$ cat src/rtl/imem_loader.sv
// Byte-stream program loader: packs little-endian bytes into 32-bit words, writes them
// to instruction memory until the zero terminator, then releases the CPU reset.
// Optional checksum byte after the terminator: define IMEM_LOADER_CHECKSUM_EN.
//
// state   | meaning
// --------+-----------------------------------------------------------
// IDLE    | after reset, waiting for load_start_i
// COLLECT | accepting the four bytes of the current word
// WRITE   | one-cycle write of the packed word into instruction memory
// CHECK   | accepting the checksum byte (checksum build only)
// DONE    | terminator written (and checksum matched); CPU released
// ERR     | no terminator within capacity, or checksum mismatch
module imem_loader #(
  parameter int ADDR_W    = 8,
  parameter int MAX_WORDS = 256
) (
  input  logic              clk_i,
  input  logic              rst_i,
  input  logic              load_start_i,
  input  logic              byte_valid_i,
  input  logic [7:0]        byte_data_i,
  output logic              byte_ready_o,
  output logic              im_we_o,
  output logic [ADDR_W-1:0] im_addr_o,
  output logic [31:0]       im_wdata_o,
  output logic              cpu_rst_n_o,
  output logic [ADDR_W:0]   word_cnt_o,
  output logic              done_o,
  output logic              err_o
);

  localparam int CNT_W = ADDR_W + 1;

  typedef enum logic [2:0] {
    S_IDLE, S_COLLECT, S_WRITE, S_CHECK, S_DONE, S_ERR
  } state_t;

  state_t      state, next_state;
  logic [1:0]  byte_cnt;
  logic [23:0] word_buf;
  logic        byte_acc;
  logic        start_ok;
  logic        last_slot;
  logic        byte_ready_d, im_we_d, cpu_rst_n_d, done_d, err_d;
`ifdef IMEM_LOADER_CHECKSUM_EN
  logic [7:0]  csum;
`endif

  assign byte_acc  = byte_valid_i & byte_ready_o;
  assign start_ok  = load_start_i &
                     ((state == S_IDLE) || (state == S_DONE) || (state == S_ERR));
  assign last_slot = (word_cnt_o == CNT_W'(MAX_WORDS - 1));

  always_ff @(posedge clk_i or posedge rst_i) begin
    if (rst_i) state <= S_IDLE;
    else       state <= next_state;
  end

  always_comb begin
    next_state = state;
    case (state)
      S_IDLE:    if (start_ok) next_state = S_COLLECT;
      S_COLLECT: if (byte_acc && byte_cnt == 2'd3) next_state = S_WRITE;
      S_WRITE: begin
        if (im_wdata_o == 32'd0) begin
`ifdef IMEM_LOADER_CHECKSUM_EN
          next_state = S_CHECK;
`else
          next_state = S_DONE;
`endif
        end else if (last_slot) begin
          next_state = S_ERR;
        end else begin
          next_state = S_COLLECT;
        end
      end
`ifdef IMEM_LOADER_CHECKSUM_EN
      S_CHECK:   if (byte_acc) next_state = (byte_data_i == csum) ? S_DONE : S_ERR;
`endif
      S_DONE,
      S_ERR:     if (start_ok) next_state = S_COLLECT;
      default:   next_state = S_IDLE;
    endcase
  end

  // Outputs are decoded from next_state and registered, so they switch with the state.
  always_comb begin
    byte_ready_d = (next_state == S_COLLECT) || (next_state == S_CHECK);
    im_we_d      = (next_state == S_WRITE);
    cpu_rst_n_d  = (next_state == S_DONE);
    done_d       = (next_state == S_DONE);
    err_d        = (next_state == S_ERR);
  end

  always_ff @(posedge clk_i or posedge rst_i) begin
    if (rst_i) begin
      byte_ready_o <= 1'b0;
      im_we_o      <= 1'b0;
      cpu_rst_n_o  <= 1'b0;
      done_o       <= 1'b0;
      err_o        <= 1'b0;
    end else begin
      byte_ready_o <= byte_ready_d;
      im_we_o      <= im_we_d;
      cpu_rst_n_o  <= cpu_rst_n_d;
      done_o       <= done_d;
      err_o        <= err_d;
    end
  end

  // Bytes shift in from the top so byte 0 ends up in the least significant lane.
  always_ff @(posedge clk_i or posedge rst_i) begin
    if (rst_i) begin
      byte_cnt   <= 2'd0;
      word_buf   <= 24'd0;
      im_addr_o  <= '0;
      im_wdata_o <= 32'd0;
      word_cnt_o <= '0;
`ifdef IMEM_LOADER_CHECKSUM_EN
      csum       <= 8'd0;
`endif
    end else if (start_ok) begin
      byte_cnt   <= 2'd0;
      im_addr_o  <= '0;
      word_cnt_o <= '0;
`ifdef IMEM_LOADER_CHECKSUM_EN
      csum       <= 8'd0;
`endif
    end else begin
      case (state)
        S_COLLECT: begin
          if (byte_acc) begin
            word_buf <= {byte_data_i, word_buf[23:8]};
            byte_cnt <= byte_cnt + 2'd1;
`ifdef IMEM_LOADER_CHECKSUM_EN
            csum     <= csum ^ byte_data_i;
`endif
            if (byte_cnt == 2'd3) im_wdata_o <= {byte_data_i, word_buf};
          end
        end
        S_WRITE: begin
          im_addr_o  <= im_addr_o + 1'b1;
          word_cnt_o <= word_cnt_o + 1'b1;
        end
        default: ;
      endcase
    end
  end

endmodule
$ cat config.mk
export PLATFORM = sky130hd
export DESIGN_NAME = imem_loader
export DESIGN_NICKNAME = d
export VERILOG_FILES = /design/src/rtl/imem_loader.sv
export SDC_FILE = /design/constraint.sdc
export NUM_CORES = 1
export LEC_CHECK = 0
export CAP_MARGIN = 20
export CORE_MARGIN = 2
export CORE_UTILIZATION = 55
export DETAILED_ROUTE_END_ITERATION = 8
export PLACE_DENSITY = 0.81
export SLEW_MARGIN = 20
export SYNTH_ARGS = -nofsm -noshare
export SYNTH_HDL_FRONTEND = slang
export SYNTH_SLANG_ARGS = --single-unit
$ cat constraint.sdc
create_clock -name clk_i -period 9 [get_ports clk_i]
set_clock_uncertainty 0.05 [all_clocks]
set_input_delay 2.7 -clock clk_i [delete_from_list [all_inputs] [get_ports clk_i]]
set_output_delay 2.7 -clock clk_i [all_outputs]
set_load 0.01 [all_outputs]
# Word-level counts from Yosys, hierarchy flattened
# Index checks and enable logic that the tools add are counted.
[totals] reg_bits=82 input_bits=12 out_inout_bits=54 wordCells=52
[classes] n_addsub=3 eq_ne=11 muxes=12 n_bitwise=3 n_reduce_logical=13
[op_table] cell="32-bit zero test" count=1
[op_table] cell="9-bit 2-to-1 mux" count=2
[op_table] cell="8-bit 2-to-1 mux" count=2
[op_table] cell="3-bit == test, second input constant" count=4
[op_table] cell="3-bit 2-to-1 mux" count=4
[op_table] cell="9-bit by 1-bit adder with 9-bit output, second input constant" count=1
[op_table] cell="3-bit by 2-bit == test with 1-bit output, second input constant" count=3
[op_table] cell="9-bit by 8-bit == test with 1-bit output, second input constant" count=1
[op_table] cell="3-bit case mux with 3 select lines" count=1
[op_table] cell="8-bit by 1-bit adder with 8-bit output, second input constant" count=1
[op_table] cell="3-bit by 1-bit == test with 1-bit output, second input constant" count=2
[op_table] cell="2-bit 2-to-1 mux" count=3
[op_table] cell="2-bit nonzero test" count=3
[op_table] cell="4-bit AND reduction" count=1
[op_table] cell="3-bit zero test" count=1
[op_table] cell="1-bit logical OR" count=3
[op_table] cell="3-bit AND reduction" count=1
[op_table] cell="3-bit OR reduction" count=1
[op_table] cell="2-bit by 1-bit adder with 2-bit output, second input constant" count=1
[op_table] cell="1-bit AND" count=2
[op_table] cell="2-bit == test, second input constant" count=1
[op_table] cell="2-bit AND reduction" count=1
[op_table] cell="1-bit logical AND" count=1
[op_table] cell="1-bit NOT" count=1

# Logic depth before layout (Yosys ltp)
[logic_depth] depth_word=8 ltp_mapped=8 mapped_depth_nobuf=7

# Worst setup path after synthesis
# OpenSTA, ideal clock, no wires.
[synth_path] path_kind="input to register" startpoint="in byte_valid_i" endpoint="reg word_buf[0]" setup_ps=125 arrival_time_ps=3686 required_ps=8825 setup_slack_ps=5139 stages=4 n_path_buf=1 path_cell_list="nand2_1 > nor3_4 > buf_2 > mux2_2"
[synth_between] elab_chain_cells=2
[synth_rtl] element="start, declared" line_no="20" rtl="input logic byte_valid_i,"
[synth_rtl] element="1-bit AND" line_no="49" rtl="assign byte_acc = byte_valid_i & byte_ready_o;"
[synth_rtl] element="3-bit AND reduction (no line)"
[synth_rtl] element="end signal, assigned" line_no="133" rtl="word_buf <= {byte_data_i, word_buf[23:8]};"
[synth_rtl] element="end, declared" line_no="40" rtl="logic [23:0] word_buf;"
# No other way between the ends.
# A chain may end at the register's enable or synchronous reset.

# Worst setup path in the final report
[layout_path] startpoint="in byte_valid_i" endpoint="reg im_wdata_o[19]"
[layout_between] elab_chain_cells=2
[layout_rtl] element="1-bit AND" line_no="49"
[layout_rtl] element="4-bit AND reduction (no line)"
[layout_rtl] element="end signal, assigned" line_no="138" rtl="if (byte_cnt == 2'd3) im_wdata_o <= {byte_data_i, word_buf};"
[layout_rtl] element="end, declared" line_no="25" rtl="output logic [31:0] im_wdata_o,"
# No other way between the ends.

==> impl_metrics.ini <==
[place]
hpwlAfterDp_um = 4660
routabilityCongestion = 0.741
dpl_cell_area_um2 = 4130
numPortBuffers = 65

[clocking]
clk_latency_ns = 0.34
htreeDepth = 3
post_cts_buffers = 0
clk_path_buf_depth = 2
cts.sinks = 82
root_buffer = clkbuf_8
cts_tree = built
cts_resized = 0
cts_buffers = 9
hold_buffers = 0
path_clk_slew_ns = 0.08

[timing]
tightest_slew_ns = 0.730
fmax_mhz = 215
setup_viol = 0
final_hold_viol_count = 0
setup_tns_ns = 0
period_share_pct = 51.7
finalMaxSlewViolations = 0
fin_crit_ns = 4.65
rsz0062_at_grt = no
slew_headroom_pct = 51.3

[min_path]
min_path_type = register to register
whs_path_depth = 2

[yosys]
synth_edf_count = 0
syn_nets = 334
synthArstFlopShare_pct = 100
syn_inst = 318
synth-seq-cells = 82
synthFlopType = dfrtp_1
yosysSeqAreaShare_pct = 59.7
synth_area_per_cell_um2 = 10.8
syn-cell-area_um2 = 3440
ys_warn_count = 0
synth_cell_type_count = 36

[final_layout]
n_antenna_cell = 0
final_common_cell = nand2_1
final_layout_size_suffix_gt1_share_pct = 14.0
nets = 399
fin_util_pct = 72.2
fin_area_um2 = 4320
fillCellCount = 447
final_cell_mix = nand2_1 (108), dfrtp_1 (82), clkdlybuf4s50_1 (65)
area_growth_pct = 25.7

[global_routing]
antenna_found_initial = 0
grt_first_pass_wirelength_um = 12000
grt_overflow_total = 0
grt_start_max_net_pins = 83
grt_util_all_layers_pct = 21.6
grt_pass1_vias = 2518

[detailed_routing]
vias = 2517
postRouteAntennaNets = 0
drtPass1Iterations = 4
drc_errors = 0
via_per_inst = 5.45
drtIter0Drc = 153
wl_um = 7020
detail_route.wl_per_cell_um = 15.2

[power_and_ir_drop]
power_frac_seq_pct = 47.3
leakagePower_nw = 2.03
switching_share_pct = 32.9
power.share.combinational_pct = 33.6
p_int_w = 0.000902
power_switching_w = 0.000443
clkPwrFrac_pct = 19.1
ir_drop_v = 0.000222
powerDensity_nw_per_um2 = 311

[die]
initial_core_util_pct = 57.4
rows = 28
dieArea_um2 = 6900
chipHeight_um = 83.1
core_area_um2 = 5990
fp.dieW_um = 83.1
io_pins = 66

[run]
drv_cap = 0

[critical_path]
end_kind = register
r2r_cells = 5
cp_data_arrival_time_ns = 4.88
crit_type = primary input to register
required_ns = 9.23
path_max_fanout = 34
cp-start-kind = primary input

[outcome]
status = complete, no violations
## worst paths after layout
path,from,end,slack [ns]
setup / recovery,byte_valid_i,im_wdata_o[19],4.35
max in group asynchronous,rst_i,word_buf[6],5.58
hold / removal,word_buf[0],im_wdata_o[0],0.41
hold reg to reg,word_buf[0],im_wdata_o[0],0.41
min in group asynchronous,rst_i,done_o,2.80
setup reg to reg,state[2],im_wdata_o[19],6.67
## cells by family after synthesis
logic type	Yosys count	share of synthesized area (%)
adders and majority gates	4	1.46
xor gates and xnor gates	13	3.31
muxes	27	8.73
buffers and inverters	20	2.84
and+or+nand+nor	159	21.5
AOI/OAI and AO/OA	13	2.51
DFF	82	59.7
## cell usage after synthesis, types with 2 or more instances
| cell type | number | area [um^2] |
|---|---|---|
| a21oi_1 | 4 | 20.0 |
| buf_2 | 9 | 45.0 |
| clkbuf_1 | 3 | 11.3 |
| dfrtp_1 | 82 | 2050 |
| ha_1 | 4 | 50.1 |
| inv_1 | 5 | 18.8 |
| mux2_2 | 24 | 270 |
| mux2i_1 | 3 | 30.0 |
| nand2_1 | 108 | 405 |
| nand3_1 | 4 | 20.0 |
| nand4_1 | 6 | 37.5 |
| nor2_1 | 14 | 52.6 |
| nor2_2 | 2 | 12.5 |
| nor3_1 | 2 | 10.0 |
| nor3_4 | 4 | 65.1 |
| nor3b_1 | 2 | 15.0 |
| nor4_1 | 8 | 50.1 |
| o21ai_0 | 2 | 10.0 |
| o22ai_1 | 2 | 12.5 |
| or3_1 | 3 | 18.8 |
| xnor2_1 | 8 | 70.1 |
| xor2_1 | 5 | 43.8 |
## layer usage
metal	part of all wire (%)	global-route usage, %
met1	45	27.7
met2	47	35.0
met3	4.3	4.37
met4	3.1	10.9
met5	0	0
## metrics by stage
step	instances	hold WS (ns)	power (W)	setup slack, ns
floorplan	318	0.385	0.000862	4.14
global placement	447	0.401	0.00108	3.86
detailed placement	447	0.414	0.00110	3.79
CTS	462	0.423	0.00136	4.14
global route	462	0.455	0.00143	4.20
finish	462	0.413	0.00135	4.35
## registers in the layout (all words and copies together), names as in the netlist
register,count
err_o,1
im_addr_o,8
word_buf,24
done_o,1
word_cnt_o,9
byte_cnt,2
im_wdata_o,32
state,3
byte_ready_o,1
im_we_o,1
## power groups by stage
stage	clock [W]	combinational, W	sequential [W]
2_1_floorplan	0	0.000219	0.000643
3_3_place_gp	0	0.000440	0.000636
3_5_place_dp	0	0.000457	0.000640
4_1_cts	0.000262	0.000459	0.000636
5_1_grt	0.000276	0.000498	0.000655
6_report	0.000257	0.000452	0.000636
## area by class of cell
class / count / area, um^2 / area share [%]
flip-flops and latches: 82 / 2050 / 47.5
clock inverters: 3 / 40.0 / 0.926
well taps: 75 / 93.8 / 2.17
inverters: 6 / 23.8 / 0.550
multi-input cells: 216 / 1290 / 29.9
repair buffers: 68 / 677 / 15.7
clock buffers: 12 / 145 / 3.36
## worst max-delay path: stages
cell and delay [ns]:
clkdlybuf4s50_1 0.50, nand3_1 0.12, or3_2 0.78, inv_2 0.53
nand2_1 0.13, nand2_1 0.09
Power figures use the tool's default switching activity.
